## config.mk

```make
export PLATFORM = sky130hd
export DESIGN_NAME = decode_stage
export DESIGN_NICKNAME = d
export VERILOG_FILES = /design/src/rtl/decode_stage.sv
export SDC_FILE = /design/constraint.sdc
export NUM_CORES = 1
export LEC_CHECK = 0
export BUFFER_PORTS_ARGS = -buffer_cell sky130_fd_sc_hd__buf_4
export CAP_MARGIN = 30
export CORE_MARGIN = 4
export CORE_UTILIZATION = 40
export DETAILED_ROUTE_END_ITERATION = 8
export PLACE_DENSITY = 0.7
export SLEW_MARGIN = 20
export SYNTH_ARGS = -nofsm -noshare
export SYNTH_HDL_FRONTEND = slang
export SYNTH_SLANG_ARGS = --single-unit
```

## constraint.sdc

```tcl
create_clock -name clk -period 19 [get_ports clk]
set_clock_uncertainty 0.2 [all_clocks]
set_input_delay 1.9 -clock clk [delete_from_list [all_inputs] [get_ports clk]]
set_output_delay 1.9 -clock clk [all_outputs]
set_load 0.02 [all_outputs]
```

## src/rtl/decode_stage.sv

```systemverilog
`default_nettype none
// ============================================================================
// Module : decode_stage
// Brief  : RV32I decode stage. Decodes fields, format, immediate and legality
//          of instructions from fetch and hands them to execute over a
//          valid/ready handshake using a registered output stage plus a
//          one-entry skid buffer, so if_ready_o is a pure flop output.
// Rev    : 1.0 - initial release
// ============================================================================
module decode_stage #(
  parameter int XLEN = 32
) (
  input  logic            clk,
  input  logic            rst,
  input  logic            flush_i,
  input  logic            if_valid_i,
  output logic            if_ready_o,
  input  logic [31:0]     if_inst_i,
  input  logic [XLEN-1:0] if_pc_i,
  output logic            ex_valid_o,
  input  logic            ex_ready_i,
  output logic [XLEN-1:0] ex_pc_o,
  output logic [6:0]      ex_opcode_o,
  output logic [4:0]      ex_rd_o,
  output logic [4:0]      ex_rs1_o,
  output logic [4:0]      ex_rs2_o,
  output logic [2:0]      ex_funct3_o,
  output logic [6:0]      ex_funct7_o,
  output logic [2:0]      ex_fmt_o,
  output logic [XLEN-1:0] ex_imm_o,
  output logic            ex_rd_we_o,
  output logic            ex_rs1_used_o,
  output logic            ex_rs2_used_o,
  output logic            ex_illegal_o
);

  localparam logic [6:0] OPC_LOAD   = 7'h03;
  localparam logic [6:0] OPC_MISC   = 7'h0F;
  localparam logic [6:0] OPC_IMM    = 7'h13;
  localparam logic [6:0] OPC_AUIPC  = 7'h17;
  localparam logic [6:0] OPC_STORE  = 7'h23;
  localparam logic [6:0] OPC_OP     = 7'h33;
  localparam logic [6:0] OPC_LUI    = 7'h37;
  localparam logic [6:0] OPC_BRANCH = 7'h63;
  localparam logic [6:0] OPC_JALR   = 7'h67;
  localparam logic [6:0] OPC_JAL    = 7'h6F;
  localparam logic [6:0] OPC_SYSTEM = 7'h73;

  localparam logic [2:0] FMT_R = 3'd0;
  localparam logic [2:0] FMT_I = 3'd1;
  localparam logic [2:0] FMT_S = 3'd2;
  localparam logic [2:0] FMT_B = 3'd3;
  localparam logic [2:0] FMT_U = 3'd4;
  localparam logic [2:0] FMT_J = 3'd5;

  typedef struct packed {
    logic [XLEN-1:0] pc;
    logic [6:0]      opcode;
    logic [4:0]      rd;
    logic [4:0]      rs1;
    logic [4:0]      rs2;
    logic [2:0]      funct3;
    logic [6:0]      funct7;
    logic [2:0]      fmt;
    logic [XLEN-1:0] imm;
    logic            rd_we;
    logic            rs1_used;
    logic            rs2_used;
    logic            illegal;
  } dec_t;

  typedef enum logic [1:0] {
    S_EMPTY = 2'd0,
    S_ONE   = 2'd1,
    S_TWO   = 2'd2
  } state_e;

  dec_t        dec;
  logic [6:0]  op;
  logic [2:0]  f3;
  logic [6:0]  f7;
  logic [2:0]  fmt;
  logic [31:0] imm32;
  logic        bad;

  state_e state_q, state_d;
  dec_t   main_q, main_d;
  dec_t   skid_q, skid_d;
  logic   ready_q;
  logic   accept;
  logic   issue;

  assign op = if_inst_i[6:0];
  assign f3 = if_inst_i[14:12];
  assign f7 = if_inst_i[31:25];

  // Classify the incoming instruction: format, legality, immediate, operand usage
  always_comb begin
    fmt   = FMT_R;
    bad   = 1'b0;
    imm32 = '0;
    dec   = '0;

    // Opcodes whose low two bits are not 2'b11 never match and fall to default
    case (op)
      OPC_LOAD:   begin fmt = FMT_I; bad = (f3 == 3'd3) || (f3 == 3'd6) || (f3 == 3'd7); end
      OPC_MISC:   fmt = FMT_I;
      OPC_IMM:    begin
                    fmt = FMT_I;
                    if (f3 == 3'd1)      bad = (f7 != 7'h00);
                    else if (f3 == 3'd5) bad = (f7 != 7'h00) && (f7 != 7'h20);
                  end
      OPC_AUIPC:  fmt = FMT_U;
      OPC_STORE:  begin fmt = FMT_S; bad = (f3 > 3'd2); end
      OPC_OP:     begin
                    fmt = FMT_R;
                    bad = !((f7 == 7'h00) || ((f7 == 7'h20) && ((f3 == 3'd0) || (f3 == 3'd5))));
                  end
      OPC_LUI:    fmt = FMT_U;
      OPC_BRANCH: begin fmt = FMT_B; bad = (f3 == 3'd2) || (f3 == 3'd3); end
      OPC_JALR:   begin fmt = FMT_I; bad = (f3 != 3'd0); end
      OPC_JAL:    fmt = FMT_J;
      OPC_SYSTEM: fmt = FMT_I;
      default:    bad = 1'b1;
    endcase

    case (fmt)
      FMT_I:   imm32 = {{20{if_inst_i[31]}}, if_inst_i[31:20]};
      FMT_S:   imm32 = {{20{if_inst_i[31]}}, if_inst_i[31:25], if_inst_i[11:7]};
      FMT_B:   imm32 = {{19{if_inst_i[31]}}, if_inst_i[31], if_inst_i[7],
                        if_inst_i[30:25], if_inst_i[11:8], 1'b0};
      FMT_U:   imm32 = {if_inst_i[31:12], 12'b0};
      FMT_J:   imm32 = {{11{if_inst_i[31]}}, if_inst_i[31], if_inst_i[19:12],
                        if_inst_i[20], if_inst_i[30:21], 1'b0};
      default: imm32 = '0;
    endcase

    dec.pc      = if_pc_i;
    dec.opcode  = op;
    dec.rd      = if_inst_i[11:7];
    dec.rs1     = if_inst_i[19:15];
    dec.rs2     = if_inst_i[24:20];
    dec.funct3  = f3;
    dec.funct7  = f7;
    dec.fmt     = fmt;
    dec.imm     = XLEN'($signed(imm32));
    dec.illegal = bad;

    // FENCE and ECALL/EBREAK carry an I layout but read no register
    dec.rs1_used = !bad && (fmt != FMT_U) && (fmt != FMT_J) && (op != OPC_MISC) &&
                   !((op == OPC_SYSTEM) && (f3 == 3'd0));
    dec.rs2_used = !bad && ((fmt == FMT_R) || (fmt == FMT_S) || (fmt == FMT_B));
    dec.rd_we    = !bad && (fmt != FMT_S) && (fmt != FMT_B) && (if_inst_i[11:7] != 5'd0);
  end

  assign accept = if_valid_i & ready_q;
  assign issue  = (state_q != S_EMPTY) & ex_ready_i;

  // Occupancy control: main register feeds execute, skid catches one extra
  always_comb begin
    state_d = state_q;
    main_d  = main_q;
    skid_d  = skid_q;
    if (flush_i) begin
      state_d = S_EMPTY;
    end else begin
      case (state_q)
        S_EMPTY: if (accept) begin
                   state_d = S_ONE;
                   main_d  = dec;
                 end
        S_ONE:   if (accept && issue) begin
                   main_d = dec;
                 end else if (accept) begin
                   state_d = S_TWO;
                   skid_d  = dec;
                 end else if (issue) begin
                   state_d = S_EMPTY;
                 end
        S_TWO:   if (issue) begin
                   state_d = S_ONE;
                   main_d  = skid_q;
                 end
        default: state_d = S_EMPTY;
      endcase
    end
  end

  // State, payload and registered ready; ready drops only while the skid is full
  always_ff @(posedge clk or posedge rst) begin
    if (rst) begin
      state_q <= S_EMPTY;
      main_q  <= '0;
      skid_q  <= '0;
      ready_q <= 1'b1;
    end else begin
      state_q <= state_d;
      main_q  <= main_d;
      skid_q  <= skid_d;
      ready_q <= (state_d != S_TWO);
    end
  end

  assign if_ready_o    = ready_q;
  assign ex_valid_o    = (state_q != S_EMPTY);
  assign ex_pc_o       = main_q.pc;
  assign ex_opcode_o   = main_q.opcode;
  assign ex_rd_o       = main_q.rd;
  assign ex_rs1_o      = main_q.rs1;
  assign ex_rs2_o      = main_q.rs2;
  assign ex_funct3_o   = main_q.funct3;
  assign ex_funct7_o   = main_q.funct7;
  assign ex_fmt_o      = main_q.fmt;
  assign ex_imm_o      = main_q.imm;
  assign ex_rd_we_o    = main_q.rd_we;
  assign ex_rs1_used_o = main_q.rs1_used;
  assign ex_rs2_used_o = main_q.rs2_used;
  assign ex_illegal_o  = main_q.illegal;

endmodule
`default_nettype wire
```

After elaboration in Yosys (flattened, before gate mapping)
Cells that the tools add are included.
{"block": "totals", "reg_bits": 209, "latch_bits": 0, "ramBits": 0, "romBits": 0, "memories": 0}
{"block": "op_classes", "add_sub_neg": 0, "mul": 0, "div": 0, "n_lt_le_gt_ge": 1, "n_eq_ne": 35, "n_shift": 0, "mux": 16, "bitwise_logic": 4, "reduce_logical": 36}
{"op": "$mux 103", "n": 3}
{"op": "$pmux 103 s3", "n": 1}
{"op": "$pmux 32 s5", "n": 1}
{"op": "$eq 7x6->1 const B", "n": 4}
{"op": "$eq 7x7->1 const B", "n": 4}
{"op": "$eq 3x3->1 const B", "n": 5}
{"op": "$pmux 3 s5", "n": 1}
{"op": "$eq 7x5->1 const B", "n": 2}
{"op": "$eq 3x2->1 const B", "n": 4}
{"op": "$logic_and 1x1->1", "n": 12}
{"op": "$mux 2", "n": 6}
{"op": "$reduce_or 5->1", "n": 2}
{"op": "$ne 2x2->1 const B", "n": 4}
{"op": "$eq 7x2->1 const B", "n": 1}
{"op": "$eq 7x4->1 const B", "n": 1}
{"op": "$logic_not 7->1", "n": 1}
{"op": "$logic_or 1x1->1", "n": 7}
{"op": "$ne 7x4->1 const B", "n": 1}
{"op": "$ne 7x6->1 const B", "n": 1}
{"op": "$pmux 1 s7", "n": 1}
{"op": "$reduce_bool 7->1", "n": 1}
{"op": "$eq 3x1->1 const B", "n": 2}
{"op": "$logic_not 3->1", "n": 2}
{"op": "$ne 3x2->1 const B", "n": 2}
{"op": "other kinds (16)", "n": 23}

Depth between registers and ports, before layout
{"block": "depth", "word_depth": 13, "ltp_mapped": 7, "depth_no_buf": 5}

Least setup slack after synthesis
Ideal clock, no wire load.
{"block": "synth_path", "path_type": "input-to-reg", "start": "input if_inst_i[12]", "end": "register main_q, in the netlist ex_illegal_o", "setup_ns": 0.119, "arrival_ns": 3.475, "slack_ns": 15.207, "stages": 6, "n_path_buf": 1, "path_cell_list": "clkbuf_1 > or3_1 > and4_1 > a41oi_1 > o221a_2 > a21bo_1"}
{"block": "synth_via", "elab_chain_cells": 8, "word_cells_on_any_way": 22, "cone_classes": "order compare (1); eq/ne (6); mux (6); reduce/logical (9)"}
{"element": "start: declaration", "line_no": "18", "source": "input logic [31:0] if_inst_i,"}
{"element": "$eq 3x3->1 / $logic_not 3->1 (equally long branches)", "line_no": "111, 117"}
{"element": "$logic_or 1x1->1", "line_no": "117", "source": "bad = !((f7 == 7'h00) || ((f7 == 7'h20) && ((f3 == 3'd0) || (f3 == 3'd5))));"}
{"element": "$logic_and 1x1->1", "line_no": "117"}
{"element": "$logic_or 1x1->1", "line_no": "117"}
{"element": "$logic_not 1->1", "line_no": "117"}
{"element": "$pmux 1 s7 *", "line_no": "105", "source": "case (op)"}
{"element": "$mux 103 (on tied branches)", "line_no": "172, 168"}
{"element": "$pmux 103 s3 *", "line_no": "167", "source": "case (state_q)"}
{"element": "end signal: assignment", "line_no": "198", "source": "main_q <= main_d;"}
{"element": "end: declaration", "line_no": "87", "source": "dec_t main_q, main_d;"}
Every way passes the cells marked *; elsewhere a longest branch is shown, timed or not. The select of a mux whose other input is x is not followed.
A chain may end at the register's enable or synchronous reset.

Final worst setup path
{"block": "layout_path", "start": "input ex_ready_i", "end": "register main_q, in the netlist ex_imm_o[23]"}
{"block": "layout_via", "elab_chain_cells": 4, "word_cells_on_any_way": 5, "cone_classes": "eq/ne (2); bitwise (1); reduce/logical (2)"}
{"element": "start: declaration", "line_no": "21", "source": "input logic ex_ready_i,"}
{"element": "$and 1x1->1 *", "line_no": "157", "source": "assign issue = (state_q != S_EMPTY) & ex_ready_i;"}
{"element": "$logic_and 1x1->1", "line_no": "172", "source": "S_ONE: if (accept && issue) begin"}
{"element": "$ne 2x2->1 (no source line)"}
{"element": "$reduce_and 5->1 (no source line) *"}
Every way passes the cells marked *; elsewhere a longest branch is shown, timed or not.

==> impl_metrics.toml <==
[synth]
synth_edf_count = 0
synth.area.top_cells = "dfrtp_1, nand2_1, nor2_1, a31oi_1, clkbuf_1"
synth.most_common_cell = "nand2_1"
syn_area_um2 = 9310
synth_top_flop_cell = "dfrtp_1"
yosys-top-cells-count = "nand2_1, dfrtp_1, nor2_1"
syn-num-nets = 1145
synth_area_leader_cell = "dfrtp_1"
synthArstFlopShare = 1.00
netlist_instances = 1076
synth.avg_cell_area_um2 = 8.65
synthDistinctLibCells = 58
synth_seq_area_share = 0.562
synth_warnings = 0
synth_top_area_share = 0.559
synth-seq-cells = 209

[detailed_routing]
viasPerCell = 5.31
drc = 0
wl_per_cell_um = 17.2
first_iter_violations = 525
vias = 8167
wirelength_um = 26400
first_pass_iters = 6
drtAntennaViolNets = 0

[sta]
tightestPinTransition_ns = 0.864
rsz0062_at_grt = "false"
max_freq_mhz = 238
hold_violations = 0
holdWs_ns = 0.274
maxSlewViolCount = 0
tns_ns = 0
fin_crit_sh = 0.221
layout_min_cycle_time_ns = 4.20
setup_ws_ns = 14.80
setup_viol = 0
slew_headroom = 0.422

[setup_path]
cp_max_fo = 77
critPathLaunchType = "input port"
crit_arrival_ns = 4.39
required_ns = 19.19
crit_type = "in -> reg"
endpoint_kind = "flop"

[place]
gp_congestion = 0.860
hpwlAfterDp_um = 16900
io_buffers = 173
dp_worst_setup_slack_ns = 14.09

[floorplan]
die_area_um2 = 25800
ios = 174
dieWidth_um = 161
die_h_um = 161
start_util = 0.409
core_um2 = 22800
rows = 55

[layout]
syn2layout_area_growth_pct = 25.5
diodes = 0
fillers = 2116
drive_above_1_share = 0.200
multi_input_area_um2 = 3760
regArea_um2 = 5230
nets = 1279
final_core_util = 0.513

[min_path]
hold_path.class = "reg -> reg"

[grt]
top_usage_layer = "met2"
grtUsageMet3 = 0.0449
met2_usage = 0.316
grt_start_max_net_pins = 100
grt_pass1_vias = 8048
grt.overflow.total = 0
use_met1 = 0.283
grt_pass1_wl_um = 43200
track_usage = 0.203
antenna_found_initial = 0

[cts]
clock-sinks = 209
cts_resized = 0
insertion_delay_ns = 0.50
cts_made_buffers = 23
clock-root-buffer = "clkbuf_16"
cts-htree-levels = 1
path_clk_slew_ns = 0.06
clockBufferDepth = 3
cts-hold-fix-buffers = 0
cts_tree = "yes"
postCtsSetupBuffers = 0

[pwr]
power.leakage_nw = 5.44
p_switching_uw = 387
switching_share = 0.295
vdd_drop_max_v = 0.0000645
p_comb_frac = 0.206
p_seq_frac = 0.452
p_per_area_nw_per_um2 = 112
p_int_uw = 926
p_clk_frac = 0.342

[flow_run]
cap_violations = 0

[run_status]
status = "completed"
[cells in the final DEF (no fill, tap or decap), drive strengths merged, types with 2 or more instances in the layout]
master   Yosys  routed
a21boi       2       2
a21oi       29      29
a211o        2       2
inv         12      13
nand2      364     364
and2         2       2
a31oi       74      74
buf         16     186
nor2       126     126
o211ai      12      12
a211oi      19      19
or4          4       4
nand3       11      11
nor3        25      25
dfrtp      208     208
o2111ai      2       2
o21a         6       6
or2          5       5
or3b         2       2
o31ai        3       3
nand2b       6       6
o21ai       36      36
or3          2       2
and3         7       7
clkbuf      61      37
a22o         6       6
o22ai        2       2
nor2b        4       4
nand3b       4       4
and3b        2       2
[area by class of cell]
class                      count  share of cell area
tap                          313              0.0335
clock inverter                 3             0.00375
inverter                      12             0.00450
clock buffer                  37              0.0623
sequential                   209               0.448
timing repair buffer         186               0.126
multi-input combinational    778               0.322
[path summary, 6_finish.rpt]
path	start	slack, ns	cells past startpoint	end
worst max-delay path	ex_ready_i	14.80	9	ex_imm_o[23]
worst min-delay path	skid_q[91]	0.27	2	skid_q[91]
worst max register to register	state_q[1]	15.52	9	ex_imm_o[23]
worst min register to register	skid_q[91]	0.27	2	skid_q[91]
max in group asynchronous	rst	16.20	3	skid_q[97]
min in group asynchronous	rst	1.21	2	state_q[0]
[registers in the layout, indices dropped and copies added, names as in the netlist]
signal,flops
ex_rd_o,5
ex_fmt_o,3
ex_rs2_used_o,1
ex_illegal_o,1
state_q,2
ex_pc_o,32
ex_funct7_o,7
ex_rs1_o,5
ex_funct3_o,3
ex_rs2_o,5
ex_rd_we_o,1
if_ready_o,1
skid_q,103
ex_imm_o,32
ex_rs1_used_o,1
ex_opcode_o,7
[logic make-up after synthesis]
family	share of synthesized area
xor gates and xnor gates	0.00188
and+or+nand+nor	0.252
buffers and inverters	0.0376
AOI/OAI and AO/OA	0.146
DFF	0.562
[metal layers]
metal / routed length [µm] / up-vias / share of wire
met5: 0 / - / 0
met4: 725 / 0 / 0.027
met3: 2190 / 53 / 0.083
met2: 11900 / 301 / 0.45
met1: 11600 / 3943 / 0.44
li1: - / 3870 / -
[worst max-delay path: stages]
cell      delay [ns]
buf_4           0.10
nand2b_1        0.25
a22oi_1         0.30
nor2_4          0.14
buf_4           0.53
buf_4           0.40
buf_16          0.33
nor2_1          0.08
a211oi_1        0.28
[metrics by stage]
stage / cell area [µm²] / std cells / total power [mW]
final: 11700 / 1538 / 1.31
after global routing: 11700 / 1538 / 1.38
after CTS: 11600 / 1535 / 1.33
after detailed placement: 10800 / 1495 / 0.871
after global placement: 10800 / 1493 / 0.861
after floorplan: 9310 / 1076 / 0.751
[power by group through the flow]
| stage | Combinational [mW] | Clock, mW | Sequential [mW] |
|---|---|---|---|
| 6_report | 0.270 | 0.450 | 0.594 |
| 2_1_floorplan | 0.116 | 0 | 0.635 |
| 3_3_place_gp | 0.264 | 0 | 0.597 |
| 4_1_cts | 0.272 | 0.460 | 0.593 |
| 3_5_place_dp | 0.271 | 0 | 0.600 |
| 5_1_grt | 0.300 | 0.478 | 0.604 |
Note: power is estimated with default switching activity, not from simulation.
